`config.mk`:
```
export PLATFORM = sky130hd
export DESIGN_NAME = nibble_serial_comparator_ctrl
export DESIGN_NICKNAME = d
export VERILOG_FILES = /design/src/rtl/nibble_serial_comparator_ctrl.sv
export SDC_FILE = /design/constraint.sdc
export NUM_CORES = 1
export LEC_CHECK = 0
export CAP_MARGIN = 10
export CORE_MARGIN = 8
export CORE_UTILIZATION = 40
export CTS_BUF_LIST = sky130_fd_sc_hd__clkbuf_8
export CTS_CLUSTER_DIAMETER = 50
export CTS_CLUSTER_SIZE = 30
export DETAILED_ROUTE_END_ITERATION = 12
export PLACE_DENSITY = 0.7
export SLEW_MARGIN = 20
export SYNTH_ARGS = -nofsm -noshare
export SYNTH_HDL_FRONTEND = slang
export SYNTH_SLANG_ARGS = --single-unit
```
`constraint.sdc`:
```
create_clock -name clk -period 1.47 [get_ports clk]
set_input_delay 0.147 -clock clk [delete_from_list [all_inputs] [get_ports clk]]
set_output_delay 0.147 -clock clk [all_outputs]
set_load 0.01 [all_outputs]
```
`src/rtl/nibble_serial_comparator_ctrl.sv`:
```
`default_nettype none
// ============================================================================
//  Module      : nibble_serial_comparator_ctrl
//  Description : Compares two WIDTH-bit operands one nibble pair per cycle,
//                MSB nibble first, through a shared external 4-bit magnitude
//                comparator. Stops at the first unequal nibble and reports an
//                equal/greater/less verdict with a single-cycle done pulse.
//  Revision    : 1.0 - initial release
// ============================================================================
module nibble_serial_comparator_ctrl #(
    parameter int WIDTH   = 16,
    parameter int NIBBLES = WIDTH / 4,
    parameter int CW      = $clog2(NIBBLES + 1)
) (
    input  logic             clk,
    input  logic             rst,
    input  logic             start,
    input  logic [WIDTH-1:0] op_a,
    input  logic [WIDTH-1:0] op_b,
    output logic             busy,
    output logic             done,
    output logic             equal,
    output logic             greater,
    output logic             less,
    output logic             err,
    output logic [CW-1:0]    nibbles_used,
    output logic [3:0]       cmp_a,
    output logic [3:0]       cmp_b,
    input  logic             cmp_equal,
    input  logic             cmp_greater,
    input  logic             cmp_less
);

    // Index width; a single-nibble configuration still needs one bit.
    localparam int IW = (NIBBLES > 1) ? $clog2(NIBBLES) : 1;

    typedef enum logic [1:0] {
        ST_IDLE    = 2'd0,
        ST_COMPARE = 2'd1,
        ST_DONE    = 2'd2
    } state_t;

    state_t           r_state;
    state_t           w_state_nxt;

    logic [WIDTH-1:0] r_a;
    logic [WIDTH-1:0] r_b;
    logic [IW-1:0]    r_idx;

    logic [3:0]       w_nib_a;
    logic [3:0]       w_nib_b;
    logic             w_onehot;
    logic [CW-1:0]    w_count;

    logic             w_accept;
    logic             w_step;
    logic             w_finish;
    logic             w_fault;

    // Anything other than exactly one asserted flag is a comparator fault.
    assign w_onehot = ( cmp_equal & ~cmp_greater & ~cmp_less) |
                      (~cmp_equal &  cmp_greater & ~cmp_less) |
                      (~cmp_equal & ~cmp_greater &  cmp_less);

    // Nibbles examined so far, counting the one currently on the comparator.
    assign w_count = CW'(NIBBLES) - CW'(r_idx);

    // Select the nibble pair addressed by the current index.
    always_comb begin
        w_nib_a = 4'h0;
        w_nib_b = 4'h0;
        for (int i = 0; i < NIBBLES; i++) begin
            if (r_idx == IW'(i)) begin
                w_nib_a = r_a[4*i +: 4];
                w_nib_b = r_b[4*i +: 4];
            end
        end
    end

    // State register; reset drops any compare in flight.
    always_ff @(posedge clk or posedge rst) begin
        if (rst) begin
            r_state <= ST_IDLE;
        end else begin
            r_state <= w_state_nxt;
        end
    end

    // Next-state decode and state-derived outputs.
    always_comb begin
        w_state_nxt = r_state;
        w_accept    = 1'b0;
        w_step      = 1'b0;
        w_finish    = 1'b0;
        w_fault     = 1'b0;
        busy        = 1'b0;
        done        = 1'b0;
        cmp_a       = 4'h0;
        cmp_b       = 4'h0;
        case (r_state)
            ST_IDLE: begin
                if (start) begin
                    w_accept    = 1'b1;
                    w_state_nxt = ST_COMPARE;
                end
            end
            ST_COMPARE: begin
                busy  = 1'b1;
                cmp_a = w_nib_a;
                cmp_b = w_nib_b;
                if (!w_onehot) begin
                    w_fault     = 1'b1;
                    w_state_nxt = ST_DONE;
                end else if (cmp_equal && (r_idx != '0)) begin
                    w_step      = 1'b1;
                end else begin
                    w_finish    = 1'b1;
                    w_state_nxt = ST_DONE;
                end
            end
            ST_DONE: begin
                busy        = 1'b1;
                done        = 1'b1;
                w_state_nxt = ST_IDLE;
            end
            default: begin
                w_state_nxt = ST_IDLE;
            end
        endcase
    end

    // Operand capture, index walk and verdict registers.
    always_ff @(posedge clk or posedge rst) begin
        if (rst) begin
            r_a          <= '0;
            r_b          <= '0;
            r_idx        <= '0;
            equal        <= 1'b0;
            greater      <= 1'b0;
            less         <= 1'b0;
            err          <= 1'b0;
            nibbles_used <= '0;
        end else if (w_accept) begin
            r_a          <= op_a;
            r_b          <= op_b;
            r_idx        <= IW'(NIBBLES - 1);
            equal        <= 1'b0;
            greater      <= 1'b0;
            less         <= 1'b0;
            err          <= 1'b0;
            nibbles_used <= '0;
        end else if (w_step) begin
            r_idx        <= r_idx - IW'(1);
        end else if (w_fault) begin
            equal        <= 1'b0;
            greater      <= 1'b0;
            less         <= 1'b0;
            err          <= 1'b1;
            nibbles_used <= w_count;
        end else if (w_finish) begin
            equal        <= cmp_equal;
            greater      <= cmp_greater;
            less         <= cmp_less;
            nibbles_used <= w_count;
        end
    end

endmodule
`default_nettype wire
```
; After elaboration in Yosys (flattened, before gate mapping)
; Cells that the tools add are included.
[classes]
add_sub_neg = 2
n_mul = 0
n_div = 0
n_lt_le_gt_ge = 0
n_eq_ne = 8
n_shift = 0
n_mux = 47
n_bitwise = 11
n_reduce_logical = 11
[ops]
columns = op, count
row1 = 2-to-1 mux 4 bit, 10
row2 = 2-to-1 mux 1 bit, 27
row3 = 2-to-1 mux 3 bit, 4
row4 = 2-to-1 mux 2 bit, 5
row5 = AND 1 bit, 6
row6 = "equality test 2 bit, second input constant", 3
row7 = AND reduction 2 bit, 3
row8 = nonzero test 2 bit, 3
row9 = "equality test 2 x 1 -> 1 bit, second input constant", 2
row10 = logical NOT 2 bit, 2
row11 = "inequality test 2 bit, second input constant", 2
row12 = one-hot mux 2 bit (2 select lines), 1
row13 = "inequality test 3 bit, second input constant", 1
row14 = inverter 1 bit, 3
row15 = nonzero test 3 bit, 1
row16 = "subtractor 3 x 2 -> 3 bit, first input constant", 1
row17 = OR 1 bit, 2
row18 = OR reduction 2 bit, 1
row19 = "subtractor 2 x 1 -> 2 bit, second input constant", 1
row20 = logical AND 1 bit, 1
[word_totals]
ff_bits = 43
latchBits = 0
mem_bits_rw = 0
romBits = 0
out_inout_bits = 17
wordCells = 88
n_memories = 0

; Longest topological paths before layout
; Gate-level depths: netlist (run 1).
[logic_depth]
ltp_word = 11
depth_mapped = 7
ltp_nobuf = 5

; Worst setup path before layout (run 1)
; OpenSTA, ideal clock, no wires.
[synth_timing]
path_type = reg-to-output
from = register r_idx[0]
to = output cmp_b[1]
arrival_ps = 1489
required_ps = 1323
setup_slack_ps = -166
stages_incl_launch_ff = 7
path_buffers = 1
cell_sequence = dfrtp_1 > inv_1 > ha_1 > nor2b_1 > buf_2 > a221oi_1 > o31ai_1
[synth_via]
elab_chain_cells = 6
word_cells_on_any_way = 9
cone_classes = 3 x eq/ne / 5 x mux / 1 x reduce/logical
[synth_lines]
columns = element, line
row1 = from (decl), 48  ; logic [IW-1:0] r_idx;
row2 = from (signal assigned), 146  ; r_idx <= IW'(NIBBLES - 1);
row3 = from (signal assigned), 153  ; r_idx <= r_idx - IW'(1);
row4 = logical NOT 2 bit, 73  ; if (r_idx == IW'(i)) begin
row5 = 2-to-1 mux 4 bit (3 in a row), 73
row6 = 2-to-1 mux 4 bit *, 73
row7 = 2-to-1 mux 4 bit *, 100  ; case (r_state)
row8 = to (decl), 28  ; output logic [3:0] cmp_b,
; Every way passes the cells marked *; elsewhere a longest branch is shown, timed or not.

; Worst setup path in the final report (run 1)
[layout_timing]
from = register r_idx[0]
to = output cmp_a[1]
[layout_via]
elab_chain_cells = 6
word_cells_on_any_way = 9
cone_classes = 3 x eq/ne / 5 x mux / 1 x reduce/logical
[layout_lines]
columns = element, line
row1 = logical NOT 2 bit, 73
row2 = 2-to-1 mux 4 bit (3 in a row), 73
row3 = 2-to-1 mux 4 bit *, 73
row4 = 2-to-1 mux 4 bit *, 100
row5 = to (decl), 27  ; output logic [3:0] cmp_a,
; Marks and branches as above.

==> impl_metrics.env, run 1 <==
export IMPL_nets=364
export IMPL_dp_final_hpwl_mm=4.110
export IMPL_setup_viol=17
export IMPL_die_x_um=88.58
export IMPL_antenna_cells=0
export IMPL_gp_congestion=0.7949
export IMPL_worst_pin_slew_ns=0.3499
export IMPL_dr_pass1_iters=6
export IMPL_synth_seq_cells=43
export IMPL_worstSetupPathType="register to output port"
export IMPL_post_place_ws_ns=-0.5826
export IMPL_cts_buffers=5
export IMPL_yosys_top_cells_area="dfrtp_1, nand2_1, ha_1"
export IMPL_drt_vias_per_instance=4.964
export IMPL_cp_top_family="buffers and inverters"
export IMPL_dieArea_mm2=0.007846
export IMPL_worst_slack_ns=-0.4346
export IMPL_synth_top_area_share_pct=51.07
export IMPL_tns_ns=-6.080
export IMPL_grt_usage_pct=15.58
export IMPL_max_clock_freq_mhz=525.1
export IMPL_start_util_pct=41.25
export IMPL_total_power_mw=5.812
export IMPL_timing_hold_ws_ns=0.2032
export IMPL_min_period_ns=1.905
export IMPL_grt_setup_unrepaired="yes"
export IMPL_failed_checks="setup timing"
export IMPL_fp_dieH_um=88.58
export IMPL_cts_clk_slew_worst_paths_ns=0.08
export IMPL_grt_pass1_wl_mm=9.480
export IMPL_wirelength_mm=5.651
export IMPL_p_per_area_mw_per_mm2=1730
export IMPL_cp_arrival_ns=1.76
export IMPL_worstPathRequired_ns=1.32
export IMPL_syn2layout_area_growth_pct=59.44
export IMPL_crit_chain="inv_2 > ha_4 > nor2b_4 > buf_6 > a221oi_4 > o31ai_4 > buf_2"
export IMPL_slew_viol_final=0
export IMPL_fin_crit_sh_pct=129.6
export IMPL_status="finished, violations left"
export IMPL_slew_headroom_pct=76.57
export IMPL_cap_violations=0
export IMPL_via_count=1931
export IMPL_yosysSeqAreaShare_pct=51.07
export IMPL_coreArea_mm2=0.005107
export IMPL_antenna_found_initial=0
export IMPL_vdd_drop_max_mv=0.9941
export IMPL_cts_tree="yes"
export IMPL_postSynthCellCount=243
export IMPL_ant_nets=0
export IMPL_crit_fanout=5
export IMPL_syn_nets=289
export IMPL_synthArstFlopShare_pct=100.0
export IMPL_ys_flop_type="dfrtp_1"
export IMPL_r2r_slack_ns=-0.36
export IMPL_power_leakage_nw=1.541
export IMPL_final_cell_mix="nand2_1, clkdlybuf4s50_1, dfrtp_1, buf_4"
export IMPL_skew_ns=0.005231
export IMPL_rows=26
export IMPL_avgSynthCellArea_um2=8.671
export IMPL_pin_count=55
export IMPL_insertion_delay_ns=0.30
export IMPL_final_hold_viol_count=0
export IMPL_grt_max_degree=44
export IMPL_layout_commonest_cell="nand2_1"
export IMPL_hold_class="input port to asynchronous set/reset pin"
export IMPL_synth_edff_count=0
export IMPL_htree_num_levels=2
export IMPL_grt_overflow=0
export IMPL_synth_top_area_cell="dfrtp_1"
export IMPL_startpoint_type="register"
export IMPL_drt_iter0_drc=95
export IMPL_port_buffers=54
export IMPL_cp_slowest_stage_delay_ns=0.45
export IMPL_drc=0
export IMPL_crit_buf_inv=3
export IMPL_syn_area_mm2=0.002107
export IMPL_post_drt_wl_per_cell_um=14.53
export IMPL_clock_tree_root_cell="clkbuf_8"
export IMPL_yosysUniqueCellTypes=30
export IMPL_grt_pass1_vias=2008
export IMPL_yosys_warnings=0
export IMPL_clk_path_buf_depth=2
export IMPL_critPathCaptureType="output port"
export IMPL_drive_gt1_share_pct=26.96
export IMPL_clock_sinks=43
export IMPL_cpMaxStageDelayCell="dfrtp_2"
[final cells by class]
type,instances,area [um2]
multi-input combinational,176,1252
clock buffer,7,96.34
fill,413,1748
clock inverter,1,7.507
inverter,8,30.03
sequential,43,1077
timing repair buffer,84,808.3
tap,70,87.58
[cells in the mapped netlist (2+ instances only)]
library cell	count
clkbuf_1	5
buf_2	7
o21ai_1	6
nand2_1	101
inv_1	7
a21oi_1	7
o31ai_1	8
ha_1	8
nor2b_1	11
dfrtp_1	43
nand3_1	10
a221oi_1	8
nor2_1	2
buf_1	3
and3_1	2
[cell families after synthesis]
group                      synth area share [%]
AOI/OAI and AO/OA                         11.34
xor gates and xnor gates                 0.4158
adders and majority gates                 4.751
buffers and inverters                     4.869
DFF                                       51.07
muxes                                     1.009
and+or+nand+nor                           26.54
[tightest hold or removal path: cells and delay by family]
family,cells,cell delay (ns)
buffers and inverters,3,0.72
[path summary, 6_finish.rpt]
| path | start | endpoint | cells after the start |
|---|---|---|---|
| max | r_idx[0] | cmp_a[1] | 7 |
| min | rst | r_b[11] | 3 |
| max reg2reg | r_idx[0] | r_idx[0] | 8 |
| min reg2reg | r_a[11] | r_a[11] | 2 |
| max in group asynchronous | rst | r_idx[0] | 3 |
| min in group clk | op_b[5] | r_b[5] | 3 |
[timing repair]
item | CTS | global route
pin swaps | 11 | 9
buffers inserted | 1 | 3
cloned | 1 | 0
hold buffers | 0 | 0
resized for setup | 58 | 18
setup endpoints to repair | 37 | 53
[report_power, final]
group / switching (mW) / internal [mW]
Sequential: 0.435 / 1.70
Clock: 0.409 / 0.427
Combinational: 1.48 / 1.36
[registers in the layout (all words and copies together), names as in the netlist]
register / flops
err: 1
r_state: 2
r_a: 16
greater: 1
less: 1
r_idx: 2
r_b: 16
nibbles_used: 3
equal: 1
[per-layer routing]
layer / wire length (um) / vias up / GRT usage, %
met2: 2807 / 44 / 25.66
li1: - / 946 / -
met3: 249 / 8 / 3.435
met5: 0 / - / 0
met4: 106 / 0 / 7.066
met1: 2489 / 933 / 18.93
[per-stage QoR]
stage | cells | utilization, % | cell area, um2
2_1_floorplan | 243 | - | 2316
3_3_place_gp | 376 | 60.41 | 3085
3_5_place_dp | 376 | 60.41 | 3085
4_1_cts | 386 | 64.36 | 3287
5_1_grt | 389 | 65.78 | 3359
6_report | 389 | 65.78 | 3359
Power figures use the tool's default switching activity.
==> inputs of run 2 (changes only) <==
Settings changed: CORE_MARGIN 8 to 2, CORE_UTILIZATION 40 to 45, PLACE_DENSITY 0.7 to 0.78.
==> impl_metrics.env, run 2 (synthesized netlist as in run 1, its figures left out) <==
export IMPL_dieArea_mm2=0.005245
export IMPL_cap_violations=0
export IMPL_slew_headroom_pct=78.28
export IMPL_htree_num_levels=2
export IMPL_layout_commonest_cell="nand2_1"
export IMPL_via_count=2045
export IMPL_status="finished, violations left"
export IMPL_drt_iter0_drc=137
export IMPL_rows=24
export IMPL_hold_class="input port to asynchronous set/reset pin"
export IMPL_dp_final_hpwl_mm=3.722
export IMPL_drive_gt1_share_pct=30.65
export IMPL_reg_largest_list="r_a (16), r_b (16), nibbles_used (3)"
export IMPL_ant_nets=0
export IMPL_dr_pass1_iters=4
export IMPL_worstSetupPathType="register to output port"
export IMPL_slew_viol_final=0
export IMPL_place_area_mm2=0.003030
export IMPL_antenna_cells=0
export IMPL_setup_viol=18
export IMPL_die_x_um=72.43
export IMPL_grt_max_degree=44
export IMPL_grt_pass1_wl_mm=9.901
export IMPL_drt_vias_per_instance=5.453
export IMPL_grt_usage_pct=25.05
export IMPL_fin_area_mm2=0.003460
export IMPL_timing_hold_ws_ns=0.1764
export IMPL_max_clock_freq_mhz=504.0
export IMPL_start_util_pct=47.41
export IMPL_cts_buffers=5
export IMPL_wirelength_mm=6.828
export IMPL_worst_slack_ns=-0.5141
export IMPL_clock_sinks=43
export IMPL_skew_ns=0.01030
export IMPL_cpMaxStageDelayCell="dfrtp_2"
export IMPL_crit_fanout=8
export IMPL_antenna_found_initial=0
export IMPL_final_hold_viol_count=0
export IMPL_syn2layout_area_growth_pct=64.19
export IMPL_vdd_drop_max_mv=0.9897
export IMPL_coreArea_mm2=0.004444
export IMPL_crit_chain="inv_4 > ha_2 > buf_12 > nor2b_1 > o31ai_4 > buf_2"
export IMPL_post_drt_wl_per_cell_um=18.21
export IMPL_insertion_delay_ns=0.31
export IMPL_hold_buffers=0
export IMPL_clk_path_buf_depth=2
export IMPL_gp_congestion=0.8353
export IMPL_worstPathRequired_ns=1.32
export IMPL_drc=0
export IMPL_p_per_area_mw_per_mm2=1793
export IMPL_post_place_ws_ns=-0.5684
export IMPL_grt_pass1_vias=2087
export IMPL_critPathCaptureType="output port"
export IMPL_tns_ns=-6.688
export IMPL_port_buffers=54
export IMPL_grt_overflow=0
export IMPL_pin_count=55
export IMPL_final_cell_mix="nand2_1, clkdlybuf4s50_1, dfrtp_1, buf_4, nand3_1"
export IMPL_cts_clk_slew_worst_paths_ns=0.09
export IMPL_min_period_ns=1.984
export IMPL_clock_tree_root_cell="clkbuf_8"
export IMPL_cp_slowest_stage_delay_ns=0.45
export IMPL_cp_arrival_ns=1.84
export IMPL_grt_setup_unrepaired="yes"
export IMPL_fp_dieH_um=72.43
export IMPL_fin_crit_sh_pct=135.0
export IMPL_failed_checks="setup timing"
export IMPL_power_leakage_nw=1.576
export IMPL_nets=368
export IMPL_cts_tree="yes"
export IMPL_startpoint_type="register"
export IMPL_worst_pin_slew_ns=0.3245
[run 2: changes by cell type in the layout (fill, tap and decap cells not counted), sizes merged]
cell	before	now
inv	7	8
clkinv	1	2
clkbuf	8	5
buf	39	43
clkdlybuf4s15	0	1
[run 2: metrics by stage]
stage,instances,util [%],power [mW]
6_report,375,77.84,6.205
3_5_place_dp,357,68.19,4.656
2_1_floorplan,243,-,3.635
5_1_grt,375,77.84,6.562
3_3_place_gp,357,68.19,4.574
4_1_cts,370,73.79,5.684
[run 2: path summary, 6_finish.rpt]
| check | startpoint | to | slack (ns) | depth (start not counted) |
|---|---|---|---|---|
| setup / recovery | r_idx[0] | cmp_a[1] | -0.51 | 6 |
| hold / removal | rst | r_b[7] | 0.18 | 3 |
| setup reg to reg | r_idx[0] | r_idx[0] | -0.37 | 8 |
| hold reg to reg | r_b[15] | r_b[15] | 0.50 | 2 |
| max in group asynchronous | rst | r_idx[0] | 1.07 | 3 |
| min in group clk | op_a[8] | r_a[8] | 0.35 | 3 |
[run 2: worst max-delay path: cells and delay by family (launching register included)]
family                     cells  cell delay (ns)
AOI/OAI and AO/OA              1             0.29
buffers and inverters          3             0.40
and+or+nand+nor                1             0.16
adders and majority gates      1             0.24
DFF                            1             0.45
[run 2: repair_timing]
action                                  4_1_cts  5_1_grt
gates resized for setup                      62       40
cloned                                        2        0
pin swaps                                    12       15
endpoints found under the setup margin       19       50
buffers inserted                              3        7
endpoints found under the hold margin         0        0
[run 2: cell type report]
cell class,instances,area [um2]
Sequential cell,43,1077
Clock buffer,5,68.82
Multi-Input combinational cell,176,1341
Fill cell,297,984.7
Tap cell,52,65.06
Timing Repair Buffer,88,858.3
Inverter,8,32.53
Clock inverter,3,16.27
[run 2: metal layers]
| metal | vias to the layer above | routed length, um | global-route usage [%] |
|---|---|---|---|
| met1 | 1008 | 2775 | 30.58 |
| li1 | 955 | - | - |
| met3 | 20 | 282 | 4.167 |
| met4 | 0 | 204 | 11.93 |
| met2 | 62 | 3566 | 43.12 |
| met5 | - | 0 | 0 |
[run 2: power breakdown]
| group | total (mW) | internal, mW | switching, mW |
|---|---|---|---|
| logic | 3.24 | 1.54 | 1.70 |
| clock network | 0.757 | 0.326 | 0.432 |
| registers | 2.21 | 1.70 | 0.503 |
